<file path="config.mk">
export PLATFORM = sky130hd
export DESIGN_NAME = ntt_seq_ctrl
export DESIGN_NICKNAME = d
export VERILOG_FILES = /design/src/rtl/ntt_seq_ctrl.sv
export SDC_FILE = /design/constraint.sdc
export NUM_CORES = 1
export LEC_CHECK = 0
export BUFFER_PORTS_ARGS = -buffer_cell sky130_fd_sc_hd__buf_2
export CAP_MARGIN = 20
export CORE_MARGIN = 1.5
export CORE_UTILIZATION = 35
export CTS_BUF_LIST = sky130_fd_sc_hd__clkbuf_4
export CTS_CLUSTER_DIAMETER = 50
export DETAILED_ROUTE_END_ITERATION = 8
export HOLD_SLACK_MARGIN = 0.12
export SLEW_MARGIN = 20
export SYNTH_ARGS = -nofsm -noshare
export SYNTH_HDL_FRONTEND = slang
export SYNTH_SLANG_ARGS = --single-unit
</file>
<file path="constraint.sdc">
create_clock -name clk -period 3.4 [get_ports clk]
set_clock_uncertainty 0.05 [all_clocks]
set_input_delay 0.17 -clock clk [delete_from_list [all_inputs] [get_ports clk]]
set_output_delay 0.17 -clock clk [all_outputs]
set_load 0.005 [all_outputs]
</file>
<file path="src/rtl/ntt_seq_ctrl.sv">
// NTT sequencing controller: loads coefficient pairs from two input FIFOs into the
// core, pulses start, waits for completion, then drains results pairwise to an
// output FIFO through a one-entry hold register.
module ntt_seq_ctrl #(
  parameter int unsigned N_PAIRS = 128,
  parameter int unsigned ADDR_W  = 8,
  parameter int unsigned DATA_W  = 16
) (
  input  logic              clk,
  input  logic              rst_n,
  input  logic              cmd_valid,
  output logic              cmd_ready,
  input  logic              cmd_mode,
  input  logic              in_empty_a,
  input  logic              in_empty_b,
  output logic              in_rdreq,
  input  logic [31:0]       in_data_a,
  input  logic [31:0]       in_data_b,
  output logic              core_we,
  output logic              core_start,
  output logic              core_mode,
  output logic [ADDR_W-1:0] core_addr_a,
  output logic [ADDR_W-1:0] core_addr_b,
  output logic [DATA_W-1:0] core_din_a,
  output logic [DATA_W-1:0] core_din_b,
  input  logic              core_done,
  input  logic [DATA_W-1:0] core_dout_a,
  input  logic [DATA_W-1:0] core_dout_b,
  input  logic              out_full,
  output logic              out_wrreq,
  output logic [31:0]       out_data,
  output logic              busy,
  output logic              done,
  output logic              addr_err
);

  localparam int unsigned K_W   = ADDR_W - 1;
  localparam int unsigned CNT_W = ADDR_W;
  localparam logic [CNT_W-1:0] N_CNT    = CNT_W'(N_PAIRS);
  localparam logic [CNT_W-1:0] LAST_CNT = CNT_W'(N_PAIRS - 1);
  localparam logic [K_W-1:0]   LAST_K   = K_W'(N_PAIRS - 1);

  typedef enum logic [2:0] {
    S_IDLE, S_LOAD, S_START, S_WAIT, S_DRAIN, S_FIN
  } state_t;

  state_t            r_state;
  state_t            w_next;
  logic              r_mode;
  logic              r_err;
  logic [K_W-1:0]    r_k;        // pair index: writes done in LOAD, next read in DRAIN
  logic [CNT_W-1:0]  r_cnt;      // FIFO reads (LOAD) or core reads (DRAIN) issued
  logic [CNT_W-1:0]  r_ocnt;     // output words written
  logic              r_rd_pend;  // input FIFO data valid this cycle
  logic              r_dv;       // core read data valid this cycle
  logic              r_hold_v;
  logic [31:0]       r_hold;
  logic              w_issue;
  logic              w_bad;
  logic              w_unused_in;

  assign core_mode   = r_mode;
  assign addr_err    = r_err;
  assign w_unused_in = ^{in_data_a[31:24], in_data_b[31:24]};

  // State register
  always_ff @(posedge clk or negedge rst_n) begin
    if (!rst_n) r_state <= S_IDLE;
    else        r_state <= w_next;
  end

  // Next-state and per-state strobes
  always_comb begin
    w_next      = r_state;
    cmd_ready   = 1'b0;
    busy        = 1'b1;
    done        = 1'b0;
    core_start  = 1'b0;
    in_rdreq    = 1'b0;
    core_we     = 1'b0;
    core_addr_a = '0;
    core_addr_b = '0;
    core_din_a  = '0;
    core_din_b  = '0;
    w_issue     = 1'b0;
    w_bad       = 1'b0;
    out_wrreq   = 1'b0;
    out_data    = r_hold_v ? r_hold : 32'({core_dout_b, core_dout_a});
    case (r_state)
      S_IDLE: begin
        cmd_ready = 1'b1;
        busy      = 1'b0;
        if (cmd_valid) w_next = S_LOAD;
      end
      S_LOAD: begin
        in_rdreq = !in_empty_a && !in_empty_b && (r_cnt < N_CNT);
        if (r_rd_pend) begin
          core_we     = 1'b1;
          core_addr_a = in_data_a[16 +: ADDR_W];
          core_addr_b = in_data_b[16 +: ADDR_W];
          core_din_a  = in_data_a[DATA_W-1:0];
          core_din_b  = in_data_b[DATA_W-1:0];
          w_bad = (in_data_a[16 +: ADDR_W] != {r_k, 1'b0}) ||
                  (in_data_b[16 +: ADDR_W] != {r_k, 1'b1});
          if (r_k == LAST_K) w_next = S_START;
        end
      end
      S_START: begin
        core_start = 1'b1;
        w_next     = S_WAIT;
      end
      S_WAIT: begin
        if (core_done) w_next = S_DRAIN;
      end
      S_DRAIN: begin
        core_addr_a = {r_k, 1'b0};
        core_addr_b = {r_k, 1'b1};
        // no read may land while the hold register is (or is about to be) occupied
        w_issue   = (r_cnt < N_CNT) && !r_hold_v && !(r_dv && out_full);
        out_wrreq = !out_full && (r_hold_v || r_dv);
        if (out_wrreq && (r_ocnt == LAST_CNT)) w_next = S_FIN;
      end
      S_FIN: begin
        done   = 1'b1;
        w_next = S_IDLE;
      end
      default: w_next = S_IDLE;
    endcase
  end

  // Counters, pipeline flags, hold register and sticky error
  always_ff @(posedge clk or negedge rst_n) begin
    if (!rst_n) begin
      r_mode    <= 1'b0;
      r_err     <= 1'b0;
      r_k       <= '0;
      r_cnt     <= '0;
      r_ocnt    <= '0;
      r_rd_pend <= 1'b0;
      r_dv      <= 1'b0;
      r_hold_v  <= 1'b0;
      r_hold    <= '0;
    end else begin
      r_rd_pend <= in_rdreq;
      r_dv      <= w_issue;
      case (r_state)
        S_IDLE: begin
          if (cmd_valid) begin
            r_mode   <= cmd_mode;
            r_err    <= 1'b0;
            r_k      <= '0;
            r_cnt    <= '0;
            r_ocnt   <= '0;
            r_hold_v <= 1'b0;
          end
        end
        S_LOAD: begin
          if (in_rdreq) r_cnt <= r_cnt + CNT_W'(1);
          if (r_rd_pend) begin
            if (w_bad) r_err <= 1'b1;
            if (r_k != LAST_K) r_k <= r_k + K_W'(1);
          end
        end
        S_WAIT: begin
          if (core_done) begin
            r_k   <= '0;
            r_cnt <= '0;
          end
        end
        S_DRAIN: begin
          if (w_issue) begin
            r_cnt <= r_cnt + CNT_W'(1);
            if (r_k != LAST_K) r_k <= r_k + K_W'(1);
          end
          if (out_wrreq) r_ocnt <= r_ocnt + CNT_W'(1);
          if (r_hold_v) begin
            if (!out_full) r_hold_v <= 1'b0;
          end else if (r_dv && out_full) begin
            r_hold_v <= 1'b1;
            r_hold   <= 32'({core_dout_b, core_dout_a});
          end
        end
        default: ;
      endcase
    end
  end

endmodule

</file>
==> flow_summary.yaml <==
outcome:
  status: "finished clean"
final_layout:
  diodes: 0
  layout.nets: 678
  fin_util_pct: 50.65
  multi_input_area_um2: 2014
  seq_area_um2: 1577
  syn_to_final_growth_pct: 40.71
  stdcell_area_um2: 5229
  drive_gt1_share_pct: 47.05
  fillers: 949
  instances_no_fill: 712
synth:
  synthAdderAreaFrac_pct: 1.010
  synth_ff_type: "dfrtp_1"
  synthArstFlopShare_pct: 100.0
  synthTopCellsByArea: "dfrtp_1 42%, mux2_2 20%, and3_1 6.6%"
  yosys.area_share.simple_pct: 19.60
  synthTopCellsByCount: "65 x mux2_2, 63 x dfrtp_1, 39 x and3_1"
  avgSynthCellArea_um2: 10.27
  synth_top_family_by_area: "multiplexers"
  synth-seq-cells: 63
  synth_edf_count: 0
  muxShareOfSynthArea_pct: 20.24
  ys_types: 49
  synth_nets: 469
  netlist_area_um2: 3716
  yosysSeqAreaShare_pct: 42.42
  synthXorXnorAreaFrac_pct: 2.357
  synth_top_area_share_pct: 42.42
  yosys_warnings: 0
  synth_most_common_cell: "mux2_2"
  syn_inst: 362
  synth_top_area_cell: "dfrtp_1"
  synth-compound-area-share_pct: 10.88
route:
  dr.pass1.iters: 4
  drc: 0
  dr_wl_met2_mm: 4.827
  drt_wl_total_mm: 9.993
  drt-met1-wl_mm: 4.359
  highest_layer: "met4"
  ant_nets: 0
  vias: 3630
  vias_per_cell: 5.098
  routedWlPerCell_um: 14.04
  drt_iter0_drc: 123
  dr_wl_met3_um: 726
critical_path:
  cp.arrival_ps: 2310
  crit_fanout: 16
  cp-end-kind: "output port"
  path_class: "reg -> out"
  critPathRequiredTime_ps: 3180
  crit_path_start_kind: "register"
clock_tree:
  cts_buffer_depth: 2
  htreeDepth: 3
  cts_made_buffers: 9
  path_clk_slew_ps: 100
  cts.sinks: 63
  cts_tree: "yes"
  insertion_delay_ps: 400
  cts_root_buffer: "clkbuf_4"
timing:
  hold_viol: 0
  period_minus_slack_ps: 2532
  setup_viol: 0
  fin_hold_ws_ps: 166.9
  tns_ps: 0
  max_freq_mhz: 394.9
  grt_setup_unrepaired: "no"
  timing.final.ws_setup_ps: 867.7
  worstMarginPinSlew_ps: 927.9
  fin_crit_sh_pct: 74.48
  drv_slew: 0
  slew_headroom_pct: 38.14
power:
  vdd_drop_max_uv: 132.4
  seqPwrFrac_pct: 53.4
  clockPowerShare_pct: 24.2
  internal-power_mw: 1.212
  p_comb_share_pct: 22.4
  swShare_pct: 29.92
  p_leak_nw: 2.759
  p_per_area_nw_per_um2: 330.7
  power_mw: 1.729
  power.switching_mw: 0.5174
global_routing:
  grt_pass1_vias: 3468
  grt_usage_pct: 17.55
  grt-ovfl-total: 0
  grt_antenna_before_repair: 0
  grt_start_max_net_pins: 42
  grt_pass1_wl_mm: 15.79
place:
  place_worst_setup_slack_ps: 1065
  dp.cells: 656
  place_congestion: 0.7477
  hpwl_mm: 6.870
  io_buffers: 176
  place_area_um2: 4721
die:
  die_w_um: 106.0
  die_h_um: 106.0
  dieArea_um2: 11240
  fp-row-count: 37
  coreArea_um2: 10320
  start_util_pct: 36.00
  pin_count: 193
min_path:
  hold_class: "in -> reg"
job:
  cap_violations: 0
layout by cell type, fill, tap and decap left out, drive strengths merged, types with 10 or more instances in the layout:
cell,netlist,routed
a22o,15,15
nand2,25,25
and3,39,39
nand3,13,13
dlygate4sd3,0,40
nor2,22,22
clkbuf,17,11
o21ai,10,10
mux2,65,65
dfrtp,63,63
buf,7,182
power groups by stage:
stage | Combinational (mW) | Clock (mW) | Sequential (mW)
floorplan | 0.224 | 0 | 0.888
CTS | 0.390 | 0.441 | 0.921
global placement | 0.346 | 0 | 0.933
global route | 0.436 | 0.475 | 0.940
finish | 0.388 | 0.419 | 0.923
detailed placement | 0.355 | 0 | 0.933
metal layers:
layer	track usage (%)	up-vias
met3	3.985	7
met1	21.12	1725
met2	31.03	148
met5	0	-
met4	5.502	0
li1	-	1750
final timing paths:
path | from | end | slack [ps] | depth (start not counted)
setup / recovery | r_state[1] | out_wrreq | 870 | 4
hold / removal | cmd_valid | r_state[0] | 170 | 4
setup reg to reg | r_k[0] | addr_err | 980 | 6
hold reg to reg | r_hold[24] | r_hold[24] | 460 | 1
max in group asynchronous | rst_n | r_hold[12] | 2040 | 3
min in group asynchronous | rst_n | r_hold[18] | 410 | 2
cells by family (layout without fill, tap and decap cells):
logic type	after synthesis	count (layout)
XOR/XNOR	10	10
multiplexers	67	67
buffers and inverters	33	247
AO/OA/AOI/OAI	54	54
flip-flops	63	63
AND/OR/NAND/NOR	132	132
adder cells (fa/ha/maj)	3	3
state kept, by name (all words and copies together) (netlist names):
| name | count |
|---|---|
| addr_err | 1 |
| core_mode | 1 |
| r_cnt | 8 |
| r_dv | 1 |
| r_hold | 32 |
| r_hold_v | 1 |
| r_k | 7 |
| r_ocnt | 8 |
| r_rd_pend | 1 |
| r_state | 3 |
what timing repair did:
item / 4_1_cts / 5_1_grt
buffers inserted: 0 / 0
endpoints found under the hold margin: 79 / 0
resized for setup: 0 / 0
hold buffers: 40 / 0
worst max-delay path, stage by stage (launching register included):
cell and delay [ps]:
dfrtp_1 570, or3b_2 640, or3_1 440, inv_2 140, buf_2 130
cell type report:
cell class | instances | area share (%)
Multi-Input combinational cell | 266 | 38.53
Sequential cell | 63 | 30.15
Tap cell | 136 | 3.254
Inverter | 9 | 0.6461
Clock inverter | 5 | 0.4786
Clock buffer | 11 | 1.579
Timing Repair Buffer | 222 | 25.36
Power figures use the tool's default switching activity.
